===== src/rtl/uart_periph.sv =====
// UART peripheral: memory-mapped 8N1 transmitter and receiver with status flags
// and a level interrupt. TX and RX run independently on the same bit period.
`timescale 1ns/1ps
module uart_periph #(
  parameter int unsigned BAUD_DIV = 5208
) (
  input  logic        clk,
  input  logic        reset,
  input  logic        rd,
  input  logic        wr,
  input  logic [31:0] addr,
  input  logic [31:0] wdata,
  output logic [31:0] rdata,
  input  logic        rx,
  output logic        tx,
  output logic        irq
);

  localparam logic [31:0] ADDR_TXD  = 32'h4000_0018;
  localparam logic [31:0] ADDR_RXD  = 32'h4000_001C;
  localparam logic [31:0] ADDR_CON  = 32'h4000_0020;
  // Counters hold 0..BAUD_DIV-1 and reload to 0, so 16 bits cover BAUD_DIV=65535.
  localparam logic [15:0] BIT_LAST  = 16'(BAUD_DIV - 1);
  localparam logic [15:0] HALF_LAST = 16'((BAUD_DIV / 2) - 1);

  typedef enum logic [1:0] {ST_IDLE, ST_START, ST_DATA, ST_STOP} state_t;

  // Bus decode
  logic sel_txd, sel_rxd, sel_con;
  logic tx_load, con_rd, rxd_rd, con_wr;
  logic unused_wdata;

  // TX datapath
  state_t      tx_state;
  logic [15:0] tx_cnt;
  logic [2:0]  tx_bit;
  logic [7:0]  tx_shift;
  logic [7:0]  txd_reg;
  logic        tx_busy, tx_end;

  // RX datapath
  state_t      rx_state;
  logic [15:0] rx_cnt;
  logic [2:0]  rx_bit;
  logic [7:0]  rx_shift;
  logic        rx_meta, rx_s, rx_arm;
  logic        rx_stop_smp, rx_good, rx_bad;

  // Status / control
  logic [7:0]  rx_data;
  logic        txie, rxie, txdone, rxrdy, ovr, fe;

  assign sel_txd = (addr == ADDR_TXD);
  assign sel_rxd = (addr == ADDR_RXD);
  assign sel_con = (addr == ADDR_CON);

  assign tx_busy = (tx_state != ST_IDLE);
  // A TXD write while a frame is in flight is dropped without side effects.
  assign tx_load = wr && sel_txd && !tx_busy;
  assign con_wr  = wr && sel_con;
  assign con_rd  = rd && sel_con;
  assign rxd_rd  = rd && sel_rxd;

  assign tx_end      = (tx_state == ST_STOP) && (tx_cnt == BIT_LAST);
  assign rx_stop_smp = (rx_state == ST_STOP) && (rx_cnt == BIT_LAST);
  assign rx_good     = rx_stop_smp && rx_s;
  assign rx_bad      = rx_stop_smp && !rx_s;

  assign unused_wdata = ^wdata[31:8];

  assign irq = (txie & txdone) | (rxie & rxrdy);

  // TX FSM: serialises start, 8 data bits LSB first, and stop; tx is registered.
  always_ff @(posedge clk or posedge reset) begin
    if (reset) begin
      tx_state <= ST_IDLE;
      tx_cnt   <= '0;
      tx_bit   <= '0;
      tx_shift <= '0;
      txd_reg  <= '0;
      tx       <= 1'b1;
    end else begin
      // NOTE: sequential state uses non-blocking assignment so every register
      // samples pre-edge values regardless of statement order.
      case (tx_state)
        ST_IDLE: begin
          tx     <= 1'b1;
          tx_cnt <= '0;
          if (tx_load) begin
            txd_reg  <= wdata[7:0];
            tx_shift <= wdata[7:0];
            tx_state <= ST_START;
          end
        end
        ST_START: begin
          tx <= 1'b0;
          if (tx_cnt == BIT_LAST) begin
            tx_cnt   <= '0;
            tx_bit   <= '0;
            tx_state <= ST_DATA;
          end else begin
            tx_cnt <= tx_cnt + 16'd1;
          end
        end
        ST_DATA: begin
          tx <= tx_shift[0];
          if (tx_cnt == BIT_LAST) begin
            tx_cnt   <= '0;
            tx_shift <= {1'b0, tx_shift[7:1]};
            tx_bit   <= tx_bit + 3'd1;
            if (tx_bit == 3'd7) tx_state <= ST_STOP;
          end else begin
            tx_cnt <= tx_cnt + 16'd1;
          end
        end
        ST_STOP: begin
          tx <= 1'b1;
          if (tx_cnt == BIT_LAST) begin
            tx_cnt   <= '0;
            tx_state <= ST_IDLE;
          end else begin
            tx_cnt <= tx_cnt + 16'd1;
          end
        end
        default: tx_state <= ST_IDLE;
      endcase
    end
  end

  // RX synchroniser; resets low so a line held low through reset never looks like an edge.
  always_ff @(posedge clk or posedge reset) begin
    if (reset) begin
      rx_meta <= 1'b0;
      rx_s    <= 1'b0;
    end else begin
      rx_meta <= rx;
      rx_s    <= rx_meta;
    end
  end

  // RX FSM: arms on an idle-high line, starts on the following low, samples mid-bit.
  always_ff @(posedge clk or posedge reset) begin
    if (reset) begin
      rx_state <= ST_IDLE;
      rx_cnt   <= '0;
      rx_bit   <= '0;
      rx_shift <= '0;
      rx_arm   <= 1'b0;
    end else begin
      case (rx_state)
        ST_IDLE: begin
          rx_cnt <= '0;
          if (rx_s) begin
            rx_arm <= 1'b1;
          end else if (rx_arm) begin
            rx_arm   <= 1'b0;
            rx_state <= ST_START;
          end
        end
        ST_START: begin
          if (rx_cnt == HALF_LAST) begin
            rx_cnt <= '0;
            rx_bit <= '0;
            rx_state <= rx_s ? ST_IDLE : ST_DATA;
          end else begin
            rx_cnt <= rx_cnt + 16'd1;
          end
        end
        ST_DATA: begin
          if (rx_cnt == BIT_LAST) begin
            rx_cnt   <= '0;
            rx_shift <= {rx_s, rx_shift[7:1]};
            rx_bit   <= rx_bit + 3'd1;
            if (rx_bit == 3'd7) rx_state <= ST_STOP;
          end else begin
            rx_cnt <= rx_cnt + 16'd1;
          end
        end
        ST_STOP: begin
          if (rx_cnt == BIT_LAST) begin
            rx_cnt   <= '0;
            rx_state <= ST_IDLE;
          end else begin
            rx_cnt <= rx_cnt + 16'd1;
          end
        end
        default: rx_state <= ST_IDLE;
      endcase
    end
  end

  // Status flags and enables; a set event in the same cycle as a clearing read wins.
  always_ff @(posedge clk or posedge reset) begin
    if (reset) begin
      rx_data <= '0;
      rxrdy   <= 1'b0;
      ovr     <= 1'b0;
      fe      <= 1'b0;
      txdone  <= 1'b0;
      txie    <= 1'b0;
      rxie    <= 1'b0;
    end else begin
      if (rx_good) rx_data <= rx_shift;

      if (rx_good)               rxrdy <= 1'b1;
      else if (rxd_rd || con_rd) rxrdy <= 1'b0;

      if (rx_good && rxrdy) ovr <= 1'b1;
      else if (con_rd)      ovr <= 1'b0;

      if (rx_bad)      fe <= 1'b1;
      else if (con_rd) fe <= 1'b0;

      if (tx_end)                 txdone <= 1'b1;
      else if (tx_load || con_rd) txdone <= 1'b0;

      if (con_wr) begin
        txie <= wdata[0];
        rxie <= wdata[1];
      end
    end
  end

  // Read mux: zero unless a decoded address is being read.
  always_comb begin
    // NOTE: default assignment first keeps this purely combinational (no latch).
    rdata = '0;
    if (rd) begin
      if (sel_txd)      rdata = {24'b0, txd_reg};
      else if (sel_rxd) rdata = {24'b0, rx_data};
      else if (sel_con) rdata = {25'b0, fe, ovr, tx_busy, rxrdy, txdone, rxie, txie};
    end
  end

endmodule


===== config.mk =====
export PLATFORM = sky130hd
export DESIGN_NAME = uart_periph
export DESIGN_NICKNAME = d
export VERILOG_FILES = /design/src/rtl/uart_periph.sv
export SDC_FILE = /design/constraint.sdc
export NUM_CORES = 1
export LEC_CHECK = 0
export BUFFER_PORTS_ARGS = -buffer_cell sky130_fd_sc_hd__buf_2
export CORE_MARGIN = 5
export CORE_UTILIZATION = 25
export DETAILED_ROUTE_END_ITERATION = 16
export PLACE_DENSITY = 0.41
export SLEW_MARGIN = 40
export SYNTH_ARGS = -nofsm -noshare
export SYNTH_HDL_FRONTEND = slang
export SYNTH_SLANG_ARGS = --single-unit

===== constraint.sdc =====
create_clock -name clk -period 2.5 [get_ports clk]
set_input_delay 0.125 -clock clk [delete_from_list [all_inputs] [get_ports clk]]
set_output_delay 0.125 -clock clk [all_outputs]
set_load 0.01 [all_outputs]

==> results of run 1 <==
## critical path: stages (launching register included)
cell	delay (ns)
dfrtp_1	0.38
ha_1	0.24
nand3_1	0.10
nor4b_1	0.46
and3_1	0.29
nand3_2	0.25
mux2_2	0.35
## routing by layer
layer,part of all wire,GRT usage,vias up
met5,0,0,-
met4,0.0098,0.0266,0
met3,0.055,0.0349,10
met2,0.43,0.153,88
met1,0.50,0.144,1617
li1,-,-,1685
## final timing paths
path                            from  slack, ns    endpoint
setup / recovery           rx_cnt[0]       0.31  rx_data[1]
hold / removal              wdata[4]       0.03  txd_reg[4]
setup reg to reg           rx_cnt[0]       0.31  rx_data[1]
hold reg to reg              rx_meta       0.35        rx_s
max in group asynchronous      reset       1.48          fe
min in group asynchronous      reset       0.39   tx_cnt[0]
## final cells by class
cell class | instances | share of cell area
inverter | 14 | 0.0101
timing repair buffer | 69 | 0.0757
multi-input combinational | 343 | 0.417
clock inverter | 4 | 0.0133
clock buffer | 11 | 0.0463
tap | 229 | 0.0525
sequential | 84 | 0.385
## cell families after synthesis
kind of cell    count (synthesis)  share of synthesized area
compound gates                 49                     0.0785
xor+xnor                       27                     0.0515
fa+ha+maj                      12                     0.0327
flops                          84                      0.458
buf+inv                        53                     0.0654
simple gates                  194                      0.225
mux                            37                     0.0877
other cells                     1                   0.000817
## synth_stat cells (all sizes together) (7+ instances only)
cell type  instances
mux2              26
o211a              7
xor2              15
xnor2             12
inv               14
nor2              70
o21ai             15
a22oi              8
dfrtp             83
ha                12
nor4              12
mux2i             11
buf               28
nand2             26
nor3              19
nand3             16
and3               7
nand4              8
nand2b            11
clkbuf            11
## power by group
group	total (mW)	switching, mW	internal, mW
Sequential	1.39	0.0136	1.37
Combinational	0.175	0.112	0.0627
Clock	1.46	0.536	0.922
## what timing repair did
action                                  in CTS  in global routing
endpoints found under the setup margin       0                  0
hold buffers                                 2                  0
endpoints found under the hold margin       41                  0
==> impl_metrics.env, run 1 <==
export IMPL_ys_types=51
export IMPL_initial_core_util=0.255
export IMPL_yosysWarnings=0
export IMPL_layout_commonest_cell="dfrtp_1"
export IMPL_criticalPathCategory="flip-flop to flip-flop"
export IMPL_cp_start_kind="flip-flop"
export IMPL_maxCapViolations=0
export IMPL_grt_antenna_before_repair=0
export IMPL_vias=3400
export IMPL_overflow=0
export IMPL_seqCellArea_um2=2100
export IMPL_hold_ws_ns=0.0258
export IMPL_grt_total_usage=0.103
export IMPL_grt_pass1_vias=3440
export IMPL_tritoncts="built"
export IMPL_die_w_um=146
export IMPL_dieHeight_um=146
export IMPL_async_flop_share=1.00
export IMPL_drtPass1Iterations=5
export IMPL_areaGrowthSynthToFinish_pct=18.9
export IMPL_n_antenna_cell=0
export IMPL_routedWlPerCell_um=14.1
export IMPL_fmax_ghz=0.456
export IMPL_rsz0062_at_grt="no"
export IMPL_finClkSkew_ns=0.00673
export IMPL_pre_cts_ws_ns=0.290
export IMPL_post_cts_buffers=0
export IMPL_vdd_drop_max_mv=0.299
export IMPL_route_detailed_drc=0
export IMPL_synthFlopType="dfrtp_1"
export IMPL_slew_headroom=0.541
export IMPL_drt_total_wl_mm=10.7
export IMPL_cts_resized=0
export IMPL_pin_count=103
export IMPL_clkLatencyLatePin_ns=0.34
export IMPL_grt_pass1_wl_mm=17.9
export IMPL_dp_hpwl_mm=7.81
export IMPL_hold_viol_final=0
export IMPL_row_count=49
export IMPL_finalSetupViolCount=0
export IMPL_fp_dieArea_um2=21200
export IMPL_power_leakage_nw=2.48
export IMPL_synth_top_area_frac=0.452
export IMPL_hp_class="input port to flip-flop"
export IMPL_antenna_left=0
export IMPL_utilization=0.303
export IMPL_drtIter0Drc=211
export IMPL_path_clk_slew_ns=0.06
export IMPL_outcome="complete, no violations"
export IMPL_timing_setup_tns_ns=0
export IMPL_holdPathStages=2
export IMPL_synth_edf_count=0
export IMPL_maxSlewViolCount=0
export IMPL_postSynthAreaPerCell_um2=10.0
export IMPL_final_area_um2=5460
export IMPL_reg_top3="rx_cnt x16, tx_cnt x16"
export IMPL_synthesis_area_um2=4590
export IMPL_synth_top_area_cell="dfrtp_1"
export IMPL_ys_ff_latch=84
export IMPL_cp_arrival_ns=2.42
export IMPL_end_kind="flip-flop"
export IMPL_fin_crit_sh=0.877
export IMPL_drive_gt1_frac=0.221
export IMPL_core_um2=18000
export IMPL_n_fill_cell=1898
export IMPL_viasPerCell=4.51
export IMPL_most_common_layout_cells="dfrtp_1, nor2_1, buf_2"
export IMPL_synth_seq_area_share=0.458
export IMPL_placed_cell_area_um2=5110
export IMPL_cts_sinks=84
export IMPL_grt_max_degree=44
export IMPL_rr_worst_depth=6
export IMPL_period_minus_slack_ns=2.19
export IMPL_dp_cells=737
export IMPL_power_density_nw_per_um2=554
export IMPL_cts_made_buffers=9
export IMPL_multi_input_area_um2=2270
export IMPL_fin_cells=754
export IMPL_postSynthCellCount=457
export IMPL_synth_area_leaders="dfrtp_1, nor2_1, mux2_2"
export IMPL_cts_root_buf="clkbuf_16"
export IMPL_gp_congestion=0.729
export IMPL_crit_required_ns=2.72
export IMPL_worst_slack_ns=0.307
export IMPL_htreeDepth=3
export IMPL_max_slew_worst_pin_slew_ns=0.683
export IMPL_layout_nets=602
export IMPL_numPortBuffers=54
export IMPL_power_mw=3.02
export IMPL_critPathMaxFanout=10
export IMPL_clock_path_buffers=2
No activity file was read; power rests on OpenSTA's default activity.
==> run 2: changes to the inputs <==
RECOVER_POWER = 50   (was default)
==> run 2 against run 1 <==
  * The flow now finishes with violations (max-capacitance violations, max-slew violations)
  * First-iteration DRC count is the same
  * Total power hardly changed
  * Routed wire length barely moved
  * Non-clock buffer count is the same
  * Via count rose by 0.15%
  * Maximum frequency barely moved
  * Highest routed layer unchanged
==> impl_metrics.env, run 2 (synthesis gave the netlist of run 1 again) <==
export IMPL_drt_total_wl_mm=10.7
export IMPL_p_switching_mw=0.662
export IMPL_rr_worst_depth=6
export IMPL_initial_core_util=0.255
export IMPL_outcome="finished, violations left"
export IMPL_n_antenna_cell=0
export IMPL_finClkSkew_ns=0.00673
export IMPL_utilization=0.303
export IMPL_crit_required_ns=2.72
export IMPL_reg_top3="rx_cnt x16, tx_cnt x16"
export IMPL_dieHeight_um=146
export IMPL_slew_headroom=-0.135
export IMPL_criticalPathCategory="flip-flop to flip-flop"
export IMPL_violations="max-capacitance violations, max-slew violations"
export IMPL_fmax_ghz=0.456
export IMPL_cp_arrival_ns=2.42
export IMPL_core_um2=18000
export IMPL_maxSlewViolCount=42
export IMPL_viasPerCell=4.52
export IMPL_vias=3405
export IMPL_cts_root_buf="clkbuf_16"
export IMPL_dp_hpwl_mm=7.81
export IMPL_multi_input_area_um2=2270
export IMPL_power_leakage_nw=2.48
export IMPL_end_kind="flip-flop"
export IMPL_grt_pass1_wl_mm=17.9
export IMPL_intPower_mw=2.36
export IMPL_gp_congestion=0.729
export IMPL_clock_path_buffers=2
export IMPL_layout_nets=602
export IMPL_r2r_end="rx_data[1]"
export IMPL_overflow=0
export IMPL_n_fill_cell=1898
export IMPL_r2r_slack_ns=0.31
export IMPL_grt_total_usage=0.103
export IMPL_most_common_layout_cells="dfrtp_1, nor2_1, buf_2"
export IMPL_path_clk_slew_ns=0.06
export IMPL_areaGrowthSynthToFinish_pct=18.8
export IMPL_fin_cells=754
export IMPL_layout_commonest_cell="dfrtp_1"
export IMPL_drtPass1Iterations=5
export IMPL_critPathMaxFanout=10
export IMPL_fin_crit_sh=0.877
export IMPL_r2r_start="rx_cnt[0]"
export IMPL_grt_antenna_before_repair=0
export IMPL_row_count=49
export IMPL_tritoncts="built"
export IMPL_clkLatencyLatePin_ns=0.34
export IMPL_post_cts_buffers=0
export IMPL_htreeDepth=3
export IMPL_max_slew_worst_pin_slew_ns=1.70
export IMPL_seqCellArea_um2=2100
export IMPL_maxCapViolations=1
export IMPL_sw_frac_of_total=0.219
export IMPL_clkPwrFrac=0.483
export IMPL_worstSetupStartpoint="rx_cnt[0]"
export IMPL_hold_viol_final=0
export IMPL_cp_start_kind="flip-flop"
export IMPL_p_comb_frac=0.058
export IMPL_die_w_um=146
export IMPL_grt_pass1_vias=3440
export IMPL_power_frac_seq=0.459
export IMPL_fp_dieArea_um2=21200
export IMPL_numPortBuffers=54
export IMPL_endpoint="rx_data[1]"
export IMPL_vdd_drop_max_mv=0.299
export IMPL_dp_cells=737
export IMPL_drive_gt1_frac=0.217
export IMPL_pin_count=103
export IMPL_power_density_nw_per_um2=554
export IMPL_grt_max_degree=44
export IMPL_timing_setup_tns_ns=0
export IMPL_route_detailed_drc=0
export IMPL_antenna_left=0
export IMPL_drtIter0Drc=211
export IMPL_rsz0062_at_grt="no"
export IMPL_cts_made_buffers=9
export IMPL_finalSetupViolCount=0
export IMPL_routedWlPerCell_um=14.1
export IMPL_cts_sinks=84
export IMPL_hp_class="input port to flip-flop"
export IMPL_period_minus_slack_ns=2.19
==> run 2: cell count changes in the layout (fill, tap and decap cells not counted) <==
cell / before / now
inv_4: 1 / 0
buf_2: 54 / 53
clkbuf_1: 0 / 1
inv_1: 13 / 14
==> run 2: worst min path at each step <==
| stage | startpoint | endpoint | slack (ns) | depth (start not counted) |
|---|---|---|---|---|
| after floorplan | rx | rx_meta | 0.16 | 0 |
| after global placement | rx | rx_meta | 0.24 | 1 |
| after detailed placement | rx | rx_meta | 0.24 | 1 |
| after CTS | wdata[4] | txd_reg[4] | 0.01 | 2 |
| after global routing | wdata[3] | txd_reg[3] | 0.02 | 2 |
| final | wdata[4] | txd_reg[4] | 0.03 | 2 |
==> run 2: metrics by stage <==
step | instance area, µm² | total power [mW] | setup slack (ns) | hold slack [ns]
6_report | 5450 | 3.02 | 0.307 | 0.0258
5_1_grt | 5450 | 3.18 | 0.125 | 0.0162
4_1_cts | 5460 | 3.08 | 0.303 | 0.0113
3_5_place_dp | 5110 | 1.59 | 0.290 | 0.239
3_3_place_gp | 5110 | 1.59 | 0.278 | 0.235
2_1_floorplan | 4680 | 1.53 | 0.212 | 0.156
==> run 2: cell type report <==
| type | instances | share of cell area |
|---|---|---|
| multi-input cells | 343 | 0.417 |
| flip-flops and latches | 84 | 0.386 |
| repair buffers | 69 | 0.0755 |
| well taps | 229 | 0.0525 |
| clock buffers | 11 | 0.0463 |
| clock inverters | 4 | 0.0133 |
| inverters | 14 | 0.00964 |
==> run 2: power groups by stage <==
stage / sequential, mW / combinational, mW / clock, mW
floorplan: 1.41 / 0.125 / 0
global placement: 1.41 / 0.174 / 0
detailed placement: 1.41 / 0.177 / 0
CTS: 1.39 / 0.180 / 1.52
global route: 1.39 / 0.200 / 1.59
finish: 1.39 / 0.175 / 1.46
==> run 2: worst max-delay path, cell delays in order (launching register included) <==
cell and delay (ns):
dfrtp_1 0.38, ha_1 0.24, nand3_1 0.10, nor4b_1 0.46
and3_1 0.29, nand3_2 0.25, mux2_2 0.35
==> run 2: timing repair <==
| item | 4_1_cts | 5_1_grt |
|---|---|---|
| gates resized for setup | 0 | 0 |
| hold buffers | 2 | 0 |
| hold endpoints to repair | 41 | 0 |
==> run 2: per-layer routing <==
metal / GRT usage / part of all wire
met1: 0.144 / 0.50
met2: 0.153 / 0.43
met3: 0.0349 / 0.055
met4: 0.0266 / 0.0098
met5: 0 / 0
==> run 3: changes to the inputs <==
BUFFER_PORTS_ARGS = -buffer_cell sky130_fd_sc_hd__buf_4   (was -buffer_cell sky130_fd_sc_hd__buf_2)
==> run 3 against run 2 <==
  * The run still ends with max-capacitance violations, max-slew violations left
  * Critical path depth is 1 lower
  * Hold slack got worse by 0.0064 ns
  * Register-to-register slack worse by 0.02 ns
  * Combinational power increased by 10%
  * Clock-buffer cell count decreased by 2
  * Sequential power about the same
  * Clock skew is essentially flat
  * Total power rose by 0.60%
  * Die area stayed put
==> impl_metrics.env, run 3 (synthesis gave the netlist of run 1 again) <==
export IMPL_outcome="finished, violations left"
export IMPL_violations="max-capacitance violations, max-slew violations"
export IMPL_dp_cells=738
export IMPL_die_w_um=146
export IMPL_grt_max_degree=53
export IMPL_power_density_nw_per_um2=542
export IMPL_finalSetupViolCount=0
export IMPL_drtPass1Iterations=5
export IMPL_hp_class="input port to flip-flop"
export IMPL_dp_hpwl_mm=7.84
export IMPL_layout_commonest_cell="dfrtp_1"
export IMPL_grt_antenna_before_repair=0
export IMPL_cts_sinks=84
export IMPL_cts_resized=0
export IMPL_cts_made_buffers=9
export IMPL_grt_total_usage=0.103
export IMPL_crit_path_cell_trace="nor4b_1 -> and4_1 -> nand2_1 -> a211o_1 -> mux2_1"
export IMPL_drive_gt1_frac=0.222
export IMPL_reg_top3="rx_cnt x16, tx_cnt x16"
export IMPL_cp_arrival_ns=2.44
export IMPL_cts_root_buf="clkbuf_16"
export IMPL_rsz0062_at_grt="no"
export IMPL_row_count=49
export IMPL_intPower_mw=2.34
export IMPL_core_um2=18000
export IMPL_n_fill_cell=1898
export IMPL_areaGrowthSynthToFinish_pct=22.1
export IMPL_fin_crit_sh=0.887
export IMPL_post_cts_buffers=0
export IMPL_vias=3456
export IMPL_multi_input_area_um2=2270
export IMPL_route_detailed_drc=0
export IMPL_viasPerCell=4.57
export IMPL_cpPeakStageDelay_ns=0.62
export IMPL_utilization=0.311
export IMPL_clkLatencyLatePin_ns=0.34
export IMPL_power_mw=3.04
export IMPL_power_leakage_nw=2.52
export IMPL_critPathMaxFanout=5
export IMPL_cp_start_kind="flip-flop"
export IMPL_n_antenna_cell=0
export IMPL_sw_frac_of_total=0.231
export IMPL_holdCritStartpoint="wdata[4]"
export IMPL_hold_ws_ns=0.0194
export IMPL_hold_viol_final=0
export IMPL_period_minus_slack_ns=2.22
export IMPL_end_kind="flip-flop"
export IMPL_seqCellArea_um2=2100
export IMPL_worstSetupStartpoint="tx_cnt[8]"
export IMPL_overflow=0
export IMPL_pin_count=103
export IMPL_gp_congestion=0.733
export IMPL_maxSlewViolCount=33
export IMPL_dieHeight_um=146
export IMPL_max_slew_worst_pin_slew_ns=1.53
export IMPL_clock_path_buffers=2
export IMPL_grt_pass1_wl_mm=18.2
export IMPL_path_clk_slew_ns=0.07
export IMPL_crit_required_ns=2.73
export IMPL_drtIter0Drc=203
export IMPL_numPortBuffers=54
export IMPL_r2r_start="tx_cnt[8]"
export IMPL_drt_total_wl_mm=10.7
export IMPL_vdd_drop_max_mv=0.340
export IMPL_fp_dieArea_um2=21200
export IMPL_tritoncts="built"
export IMPL_p_comb_frac=0.064
export IMPL_htreeDepth=3
export IMPL_slew_headroom=-0.0251
export IMPL_timing_setup_tns_ns=0
export IMPL_power_frac_seq=0.456
export IMPL_criticalPathCategory="flip-flop to flip-flop"
export IMPL_routedWlPerCell_um=14.1
export IMPL_maxCapViolations=1
export IMPL_r2r_slack_ns=0.28
export IMPL_finClkSkew_ns=0.00692
export IMPL_fin_cells=757
export IMPL_most_common_layout_cells="dfrtp_1, nor2_1, buf_4"
export IMPL_initial_core_util=0.255
export IMPL_antenna_left=0
export IMPL_fmax_ghz=0.451
export IMPL_layout_nets=604
export IMPL_p_switching_mw=0.703
export IMPL_grt_pass1_vias=3568
export IMPL_slowest_stage="nor4b_1"
export IMPL_clkPwrFrac=0.480
[run 3: cell count changes in the layout (fill, tap and decap cells not counted), moves of 2 or more]
| cell | delta |
|---|---|
| buf_2 | -53 |
| buf_4 | +52 |
| clkbuf_4 | +2 |
| clkbuf_8 | -2 |
| clkinv_4 | +3 |
[run 3: area by class of cell]
class	count	area share
sequential	84	0.375
timing repair buffer	71	0.100
multi-input combinational	343	0.406
tap	229	0.0511
inverter	14	0.00960
clock buffer	9	0.0402
clock inverter	7	0.0181
[run 3: per-stage QoR]
stage | setup WS, ns | area (µm²)
after global routing | 0.123 | 5610
after detailed placement | 0.318 | 5250
after global placement | 0.361 | 5250
final | 0.283 | 5610
after CTS | 0.306 | 5610
after floorplan | 0.212 | 4680
[run 3: repair_timing]
action / in CTS / in global routing
endpoints found under the setup margin: 0 / 0
hold buffers: 3 / 0
endpoints found under the hold margin: 33 / 0
[run 3: worst max-delay path, delay by kind of cell (launching register included)]
family           cells  cell delay (ns)
AO/OA/AOI/OAI        1             0.32
multiplexers         1             0.32
flip-flops           1             0.42
AND/OR/NAND/NOR      3             1.05
[run 3: per-layer routing]
layer / vias up / GRT usage / share of wire
li1: 1696 / - / -
met1: 1668 / 0.138 / 0.48
met2: 85 / 0.165 / 0.46
met3: 7 / 0.0336 / 0.055
met4: 0 / 0.0210 / 0.0075
met5: - / 0 / 0
[run 3: final timing paths]
kind                                to  cells after the start
max reg2reg                tx_state[1]                      5
min in group asynchronous    rx_cnt[1]                      3
min reg2reg                       rx_s                      0
max                        tx_state[1]                      5
min                         txd_reg[4]                      2
max in group asynchronous         txie                      4
[run 3: power by group through the flow]
stage	sequential, mW	combinational [mW]	clock [mW]
after global placement	1.41	0.194	0
after CTS	1.39	0.199	1.51
final	1.39	0.193	1.46
after detailed placement	1.41	0.194	0
after global routing	1.39	0.218	1.56
after floorplan	1.41	0.125	0
